$ cat src/rtl/arch_state_dumper.sv
// -----------------------------------------------------------------------------
// arch_state_dumper
//
// Architectural-state snapshot engine. A free-running saturating cycle counter
// starts at reset release. When the counter hits a programmed cycle (once per
// reset) or a manual trigger arrives while idle, the engine walks the register
// file and then data memory. It streams one word per beat over a valid/ready
// port. Each beat is tagged with its source and index. While the dump runs, the
// engine holds freeze_o high so the CPU keeps its state stable.
//
// Ports:
//   clk_i         clock, rising edge
//   rst_n         asynchronous active-low reset
//   dump_cycle_i  cycle number for the automatic dump
//   auto_en_i     enables the automatic dump
//   trig_i        manual dump request (honoured only when idle)
//   rf_addr_o     register-file read address
//   rf_data_i     combinational register-file read data
//   dm_addr_o     data-memory word read address
//   dm_data_i     combinational data-memory read data
//   out_valid_o   beat valid
//   out_ready_i   sink ready
//   out_data_o    beat payload
//   out_tag_o     0 = register, 1 = memory
//   out_index_o   register number or memory word index
//   freeze_o      CPU hold request
//   busy_o        dump in progress
//   done_o        one-cycle pulse at dump completion
//   cycle_o       cycle counter
// -----------------------------------------------------------------------------
module arch_state_dumper #(
  parameter  int DATA_W   = 32,
  parameter  int NUM_REGS = 32,
  parameter  int NUM_MEM  = 32,
  parameter  int CNT_W    = 16,
  localparam int RA_W     = $clog2(NUM_REGS),
  localparam int MA_W     = $clog2(NUM_MEM),
  localparam int IDX_W    = (RA_W > MA_W) ? RA_W : MA_W
) (
  input  logic              clk_i,
  input  logic              rst_n,
  input  logic [CNT_W-1:0]  dump_cycle_i,
  input  logic              auto_en_i,
  input  logic              trig_i,
  output logic [RA_W-1:0]   rf_addr_o,
  input  logic [DATA_W-1:0] rf_data_i,
  output logic [MA_W-1:0]   dm_addr_o,
  input  logic [DATA_W-1:0] dm_data_i,
  output logic              out_valid_o,
  input  logic              out_ready_i,
  output logic [DATA_W-1:0] out_data_o,
  output logic              out_tag_o,
  output logic [IDX_W-1:0]  out_index_o,
  output logic              freeze_o,
  output logic              busy_o,
  output logic              done_o,
  output logic [CNT_W-1:0]  cycle_o
);

  typedef enum logic [1:0] {IDLE, FETCH, SEND, DONE} state_t;

  localparam logic [IDX_W-1:0] LAST_REG = IDX_W'(NUM_REGS - 1);
  localparam logic [IDX_W-1:0] LAST_MEM = IDX_W'(NUM_MEM - 1);

  state_t              state_q, state_d;
  logic [CNT_W-1:0]    cycle_q;
  logic                fired_q;
  logic                phase_q;   // 0 = walking registers, 1 = walking memory
  logic [IDX_W-1:0]    ptr_q;

  // Captured beat (output stage)
  logic                vld_p1;
  logic [DATA_W-1:0]   data_p1;
  logic                tag_p1;
  logic [IDX_W-1:0]    index_p1;

  logic auto_hit;
  logic start;
  logic accept;
  logic last_beat;

  function automatic logic [CNT_W-1:0] sat_inc(input logic [CNT_W-1:0] v);
    return (v == {CNT_W{1'b1}}) ? v : v + CNT_W'(1);
  endfunction

  assign auto_hit  = auto_en_i && (cycle_q == dump_cycle_i) && !fired_q;
  assign accept    = vld_p1 && out_ready_i;
  assign last_beat = phase_q && (ptr_q == LAST_MEM);

  // FSM state register
  always_ff @(posedge clk_i or negedge rst_n) begin
    if (!rst_n) begin
      state_q <= IDLE;
    end else begin
      state_q <= state_d;
    end
  end

  // FSM next state and state-decoded outputs
  always_comb begin
    state_d   = state_q;
    start     = 1'b0;
    busy_o    = 1'b0;
    freeze_o  = 1'b0;
    done_o    = 1'b0;
    rf_addr_o = '0;
    dm_addr_o = '0;
    case (state_q)
      IDLE: begin
        if (auto_hit || trig_i) begin
          start   = 1'b1;
          state_d = FETCH;
        end
      end
      FETCH: begin
        busy_o   = 1'b1;
        freeze_o = 1'b1;
        if (phase_q) dm_addr_o = ptr_q[MA_W-1:0];
        else         rf_addr_o = ptr_q[RA_W-1:0];
        state_d  = SEND;
      end
      SEND: begin
        busy_o   = 1'b1;
        freeze_o = 1'b1;
        if (accept) state_d = last_beat ? DONE : FETCH;
      end
      DONE: begin
        busy_o   = 1'b1;
        freeze_o = 1'b1;
        done_o   = 1'b1;
        state_d  = IDLE;
      end
      default: state_d = IDLE;
    endcase
  end

  // Counter, trigger bookkeeping, pointer walk and beat capture
  always_ff @(posedge clk_i or negedge rst_n) begin
    if (!rst_n) begin
      cycle_q  <= '0;
      fired_q  <= 1'b0;
      phase_q  <= 1'b0;
      ptr_q    <= '0;
      vld_p1   <= 1'b0;
      data_p1  <= '0;
      tag_p1   <= 1'b0;
      index_p1 <= '0;
    end else begin
      cycle_q <= sat_inc(cycle_q);
      // fired only latches on the auto condition, so a manual-only dump
      // leaves the pending auto dump armed.
      if (state_q == IDLE && auto_hit) fired_q <= 1'b1;
      case (state_q)
        IDLE: begin
          if (start) begin
            ptr_q   <= '0;
            phase_q <= 1'b0;
          end
        end
        FETCH: begin
          vld_p1   <= 1'b1;
          data_p1  <= phase_q ? dm_data_i : rf_data_i;
          tag_p1   <= phase_q;
          index_p1 <= ptr_q;
        end
        SEND: begin
          if (accept) begin
            vld_p1 <= 1'b0;
            if (!phase_q && ptr_q == LAST_REG) begin
              phase_q <= 1'b1;
              ptr_q   <= '0;
            end else if (!last_beat) begin
              ptr_q <= ptr_q + IDX_W'(1);
            end
          end
        end
        default: ;
      endcase
    end
  end

  assign out_valid_o = vld_p1;
  assign out_data_o  = data_p1;
  assign out_tag_o   = tag_p1;
  assign out_index_o = index_p1;
  assign cycle_o     = cycle_q;

endmodule

$ cat config.mk
export PLATFORM = sky130hd
export DESIGN_NAME = arch_state_dumper
export DESIGN_NICKNAME = d
export VERILOG_FILES = /design/src/rtl/arch_state_dumper.sv
export SDC_FILE = /design/constraint.sdc
export NUM_CORES = 1
export LEC_CHECK = 0
export BUFFER_PORTS_ARGS = -buffer_cell sky130_fd_sc_hd__buf_2
export CORE_MARGIN = 1.5
export CORE_UTILIZATION = 42
export DETAILED_ROUTE_END_ITERATION = 8
export PLACE_DENSITY = 0.74
export RECOVER_POWER = 25
export SLEW_MARGIN = 0
export SYNTH_ARGS = -nofsm -noshare
export SYNTH_HDL_FRONTEND = slang
export SYNTH_SLANG_ARGS = --single-unit
$ cat constraint.sdc
create_clock -name clk_i -period 1.9 [get_ports clk_i]
set_input_delay 0.57 -clock clk_i [delete_from_list [all_inputs] [get_ports clk_i]]
set_output_delay 0.57 -clock clk_i [all_outputs]
set_load 0.05 [all_outputs]
* Word level (Yosys, flattened, before mapping)
Index checks and enable logic that the tools add are counted.
W data, S select, Z words.
** Word-level totals
- Register bits :: 64
- Input port bits :: 85
- Word-level logic and storage cells :: 63
** Cells by class
- Add/sub/neg operators :: 2
- Eq/ne operators :: 11
- Muxes and demuxes :: 24
- Reductions and logical operators :: 17
** Operator list (count)
- $mux W5 :: 8
- $mux W32 :: 1
- $add A16 B1 Y16 const B :: 1
- $eq A16 B16 Y1 :: 1
- $eq A16 B16 Y1 const B :: 1
- $pmux W5 S2 :: 1
- $mux W1 :: 8
- $ne A2 B2 Y1 const B :: 4
- $pmux W2 S4 :: 1
- $reduce_and A4 Y1 :: 2
- $logic_and A1 B1 Y1 :: 6
- $mux W2 :: 3
- $add A5 B1 Y5 const B :: 1
- $eq A5 B5 Y1 const B :: 1
- $eq A2 B2 Y1 const B :: 2
- $pmux W1 S2 :: 2
- $reduce_and A2 Y1 :: 2
- $reduce_bool A2 Y1 :: 2
- $ne A3 B3 Y1 const B :: 1
- $reduce_or A3 Y1 :: 1
- $eq A2 B1 Y1 const B :: 1
- $logic_not A1 Y1 :: 2
- $logic_not A2 Y1 :: 1
- $logic_or A1 B1 Y1 :: 1

* Logic depth before layout (Yosys ltp)
Gate-level depths: netlist of the first run.
- Depth after elaboration :: 8
- Depth in mapped cells :: 8

* Worst setup path after synthesis of the first run
OpenSTA, ideal clock, no wires.
- Kind :: register to output
- From :: register state_q[1]
- To :: output port dm_addr_o[1]
- Data arrival time :: 2191 ps
- Required time :: 1330 ps
- Setup slack :: -861 ps
- Cell stages (with the launch flop) :: 7
- Buffers on the path :: 4
- Cell sequence :: dfrtp_1 > clkbuf_1 > nand2b_1 > clkbuf_1 > buf_2 > buf_2 > nor3_1
** Between the ends
- Cells in the longest elaborated chain, start to end :: 2
** RTL lines
- from (decl) :: RTL line 65 : state_t state_q, state_d;
- from (signal assigned) :: RTL line 95 : state_q <= state_d;
- $eq A2 B1 Y1 :: RTL line 108 : case (state_q)
- $mux W5 :: RTL line 108
- to (decl) :: RTL line 47 : output logic [MA_W-1:0] dm_addr_o,
No other way between the ends.

* Final worst setup path of the first run
- From :: register state_q[1]
- To :: output port rf_addr_o[0]
** Between the ends
- Cells in the longest elaborated chain, start to end :: 2
** RTL lines
- $eq A2 B1 Y1 :: RTL line 108
- $mux W5 :: RTL line 108
- to (decl) :: RTL line 45 : output logic [RA_W-1:0] rf_addr_o,
No other way between the ends.

==> results.toml, run 1 <==
[yosys]
yosysTopAreaCell = "dfrtp_1"
synth_xor_xnor_area_share_pct = 7.197
ys_async_sr_fraction_pct = 100.0
synth-compound-area-share_pct = 10.51
yosysMostFrequentCell = "dfrtp_1"
synth-simple-area-share_pct = 18.51
synthCells = 334
yosys_warnings = 0
synth_nets = 422
synth_top_area_share_pct = 48.74
ys_seq_area_share_pct = 48.74
synth_area_leaders = "dfrtp_1, mux2i_1, nand2_1, o21ai_0, xor2_1"
synth_edf_count = 0
yosys-top-cells-count = "dfrtp_1, nand2_1, mux2i_1, o21ai_0, xor2_1"
synth_ff_type = "dfrtp_1"
post_synth_fa_ha_maj_area_fraction_pct = 1.142
synth_top_family_by_area = "simple AND/OR/NAND/NOR gates"
netlist_area_um2 = 3286
yosys.cell_types.count = 39
synthMuxAreaShare_pct = 10.78
yosys_register_bits = 64
syn_avg_cell_area_um2 = 9.837

[floorplanning]
num_io_pins = 153
initial_core_util_pct = 42.96
coreArea_um2 = 7647
rows = 32
dieWidth_um = 91.45
dieArea_um2 = 8362
die_h_um = 91.45

[detailed_routing]
vias = 3091
drt_iter0_drc = 121
wl_um = 8762
dr.pass1.iters = 5
route.detailed.drc = 0
route.detailed.wl_per_inst_um = 14.13
ant_nets = 0
viasPerCell = 4.985

[worst_setup_path]
start_kind = "flop"
critPathArrivalTime_ns = 1.33
path_max_fanout = 7
crit_type = "reg -> out"
worstSetupEndpointType = "primary output"
required_ns = 1.33

[global_routing]
grt-ovfl-total = 0
grt.busiest_layer = "met2"
grt_max_degree = 75
grt_pass1_wl_um = 13680
grt_pass1_vias = 2877
grt_usage_pct = 21.00
antenna_found_initial = 0
grt_use_met3_pct = 4.355
use_met1_pct = 26.45
grt.met2_usage_pct = 35.70

[clock_tree]
cts_tree = "built"
clkTransAtPathRegs_ns = 0.07
htree_levels = 3
clock_path_buffers = 2
clock-sinks = 64
cts_made_buffers = 9
postCtsHoldBufs = 0
insertion_delay_ns = 0.34
cts_root_buffer = "clkbuf_8"

[layout]
drive_gt1_share_pct = 48.26
syn_to_final_growth_pct = 46.95
diodes = 0
fin_nets = 601
fillers = 664

[timing]
period_share_pct = 100.1
rsz0062_at_grt = "yes"
hold_viol = 0
fmax_mhz = 525.9
setup_ws_ns = -0.001561
holdWs_ns = 0.4502
fin_worst_skew_ns = 0.01444
relSlewSlack_pct = 5.998
tightest_slew_ns = 1.410
fin_crit_ns = 1.902
finalMaxSlewViolations = 0
setup_viol = 2

[outcome]
violations = "negative setup slack"
status = "finished with violations"

[power_and_ir_drop]
leakagePower_uw = 0.002403
power_density_nw_per_um2 = 1441
vdd_ir_drop_max_uv = 730.7
total_power_uw = 6960

[placed_design]
io_buffers = 152
hpwl_um = 6365
routabilityCongestion = 0.9019

[flow_run]
drv_cap = 0

[hold_path]
min_path_type = "in -> reg"
==> cell type report <==
type / count / area, um2 / area share [%]
inverter: 6 / 26.28 / 0.5442
clock buffer: 10 / 137.6 / 2.850
tap: 102 / 127.6 / 2.643
sequential: 64 / 1623 / 33.61
clock inverter: 6 / 91.34 / 1.892
timing repair buffer: 187 / 1121 / 23.22
multi-input combinational: 245 / 1702 / 35.24
==> flip-flops by register name, summed over array words and instances (netlist names) <==
register / cells
out_tag_o: 1
out_index_o: 5
out_data_o: 32
ptr_q: 5
fired_q: 1
cycle_o: 16
out_valid_o: 1
state_q: 2
phase_q: 1
==> through the flow <==
step	area, um2	TNS [ns]	instances	util (%)	setup slack [ns]
after floorplan	3412	-0.5003	334	-	-0.1689
after global placement	4392	-1.162	595	57.43	-0.2288
after detailed placement	4392	-1.415	595	57.43	-0.2721
after CTS	4785	-0.04312	617	62.57	-0.01600
after global routing	4828	-1.414	620	63.14	-0.1173
final	4828	-0.002056	620	63.14	-0.001561
==> logic make-up (layout without fill, tap and decap cells) <==
group                    count (synthesis)  in the layout
multiplexers                            35             35
buffers and inverters                   25            209
XOR/XNOR                                27             27
adder cells (fa/ha/maj)                  3              3
AND/OR/NAND/NOR                        120            120
AO/OA/AOI/OAI                           60             60
flip-flops                              64             64
==> where the power goes <==
part,internal [uW],switching (uW)
Sequential,1790,237
Clock,781,558
Combinational,1020,2570
Total,3600,3360
==> final timing paths <==
check	startpoint	endpoint	slack [ns]	depth (start not counted)
hold / removal	trig_i	phase_q	0.45	2
min in group asynchronous	rst_n	out_data_o[15]	0.65	2
setup reg to reg	ptr_q[1]	ptr_q[3]	0.01	9
setup / recovery	state_q[1]	rf_addr_o[0]	-0.002	3
hold reg to reg	out_index_o[3]	out_index_o[3]	0.48	2
max in group asynchronous	rst_n	phase_q	0.29	2
==> metal layers <==
| layer | part of all wire [%] | wire, um |
|---|---|---|
| met5 | 0 | 0 |
| met3 | 4.9 | 426 |
| met2 | 51 | 4509 |
| met1 | 42 | 3672 |
| met4 | 1.8 | 154 |
==> cell usage in the layout (no fill, tap or decap), types with 4 or more instances in the layout <==
| cell | count |
|---|---|
| nand4_1 | 5 |
| nand3_1 | 11 |
| mux2i_1 | 32 |
| nor3_4 | 5 |
| nand2_1 | 52 |
| dfrtp_1 | 47 |
| o31ai_1 | 4 |
| xor2_1 | 18 |
| buf_2 | 140 |
| buf_6 | 12 |
| o21ai_1 | 9 |
| buf_4 | 32 |
| and3_2 | 6 |
| clkbuf_8 | 10 |
| nor2_1 | 12 |
| inv_1 | 5 |
| o21ai_0 | 32 |
| xnor2_1 | 9 |
| dfrtp_2 | 17 |
| a21oi_1 | 7 |
==> what timing repair did <==
item	4_1_cts	5_1_grt
buffers inserted	6	4
endpoints found under the setup margin	16	19
pin swaps	3	11
gates resized for setup	37	7
==> worst max-delay path, cell delays in order, from the launching register on <==
cell and delay, ns:
dfrtp_2 0.46, nor2b_4 0.17, and3_2 0.21, buf_6 0.15
(Power assumes the default switching activity.)
==> run 2: changes to the inputs <==
--- a/constraint.sdc
+++ b/constraint.sdc
@@ -3,2 +3,2 @@
 set_output_delay 0.57 -clock clk_i [all_outputs]
-set_load 0.05 [all_outputs]
+set_load 0.1 [all_outputs]
==> results.toml, run 2 (synthesis results as in run 1) <==
[floorplanning]
die_h_um = 91.45
initial_core_util_pct = 42.96
dieArea_um2 = 8362
num_io_pins = 153
coreArea_um2 = 7647
rows = 32
dieWidth_um = 91.45

[timing]
fmax_mhz = 495.8
period_share_pct = 106.2
rsz0062_at_grt = "yes"
fin_crit_ns = 2.017
relSlewSlack_pct = 42.17
setup_viol = 13
finalMaxSlewViolations = 0
hold_viol = 0
fin_worst_skew_ns = 0.007185
tightest_slew_ns = 0.8675
holdWs_ns = 0.4412
setup_ws_ns = -0.1171

[layout]
syn_to_final_growth_pct = 55.83
layout_common_cells = "buf_2, nand2_1, dfrtp_1, buf_4, mux2i_1"
final_common_cell = "buf_2"
fin_nets = 609
diodes = 0
drive_gt1_share_pct = 51.33
largest_register_ffs = 32

[global_routing]
grt_max_degree = 69
antenna_found_initial = 0
grt.busiest_layer = "met2"
grt_pass1_vias = 3055
use_met1_pct = 24.27
grt-ovfl-total = 0
grt.met2_usage_pct = 36.13
grt_use_met3_pct = 4.690
grt_usage_pct = 20.78
grt_pass1_wl_um = 13740

[detailed_routing]
route.detailed.wl_per_inst_um = 14.31
dr.pass1.iters = 4
vias = 3173
ant_nets = 0
viasPerCell = 5.053
drt_iter0_drc = 89
route.detailed.drc = 0
wl_um = 8988

[worst_setup_path]
r2r_cells = 7
path_common_cell = "buf_6"
path_max_fanout = 4
crit_family = "buffers and inverters"
crit_type = "reg -> out"
required_ns = 1.33
cp_num_buf_inv = 3
critPathMaxStageDelay_ns = 0.42
r2r_slack_ns = 0.05
reg2reg_to = "ptr_q[0]"
start_kind = "flop"
r2r-start = "ptr_q[1]"
crit_chain = "buf_6, buf_6, or2_4, buf_12"
worstSetupEndpointType = "primary output"
cpMaxStageDelayCell = "dfrtp_1"
critPathArrivalTime_ns = 1.45

[placed_design]
hpwl_um = 6417
io_buffers = 152
dp_slack_ns = -0.1966
routabilityCongestion = 0.8664

[outcome]
violations = "negative setup slack"
status = "finished with violations"

[clock_tree]
htree_levels = 3
cts_made_buffers = 9
insertion_delay_ns = 0.34
cts_tree = "built"
clock_path_buffers = 2
clkTransAtPathRegs_ns = 0.08
cts_root_buffer = "clkbuf_8"
clock-sinks = 64

[flow_run]
drv_cap = 0

[power_and_ir_drop]
vdd_ir_drop_max_uv = 1571
power_density_nw_per_um2 = 1682
leakagePower_uw = 0.002440

[hold_path]
min_path_type = "in -> async"
-- run 2: power by group --
group	internal (uW)	leakage, uW	switching, uW	total, uW
Sequential	1790	0.000785	235	2030
Combinational	1160	0.00156	4220	5380
Clock	646	0.0000989	555	1200
-- run 2: per-layer routing --
metal / share of wire [%] / wire (um)
met3: 5.9 / 526
met5: 0 / 0
met2: 51 / 4618
met1: 41 / 3644
met4: 2.2 / 199
-- run 2: worst max-delay path by stage --
stage	start	slack (ns)	cells after the start	end
3_5_place_dp	dump_cycle_i[14]	-0.20	6	ptr_q[0]
5_1_grt	state_q[0]	-0.15	4	freeze_o
6_report	state_q[0]	-0.12	4	freeze_o
4_1_cts	state_q[0]	-0.13	4	busy_o
2_1_floorplan	state_q[1]	-0.50	6	dm_addr_o[1]
3_3_place_gp	dump_cycle_i[1]	-0.20	6	ptr_q[0]
-- run 2: repair_timing --
item                       4_1_cts  5_1_grt
gates resized for setup         14       22
setup endpoints to repair       18       26
hold endpoints to repair         0        0
hold buffers                     0        0
gates cloned                     1        0
setup buffers                   12        7
pin swaps                       12       15
-- run 2: worst reg2reg max path, cell delays in order, from the launching register on --
cell     delay, ns
dfrtp_1       0.39
ha_2          0.19
and3_1        0.18
ha_2          0.18
buf_4         0.15
nor3_1        0.38
o21ai_0       0.16
a31oi_1       0.15
-- run 2: stage by stage --
stage	cell area (um2)	total power (uW)	std cells	TNS, ns	util [%]
floorplan	3492	6197	334	-1.947	-
global placement	4636	7064	592	-1.046	60.62
detailed placement	4636	7159	592	-1.013	60.62
CTS	4989	8575	621	-1.074	65.23
global route	5120	8992	628	-1.638	66.95
finish	5120	8611	628	-1.005	66.95
-- run 2: cell type report --
class                      instances  area (um2)
fill                             629        2527
multi-input combinational        245        1775
sequential                        64        1659
timing repair buffer             195        1326
clock buffer                      10       137.6
tap                              102       127.6
clock inverter                     6       67.56
inverter                           6       26.28
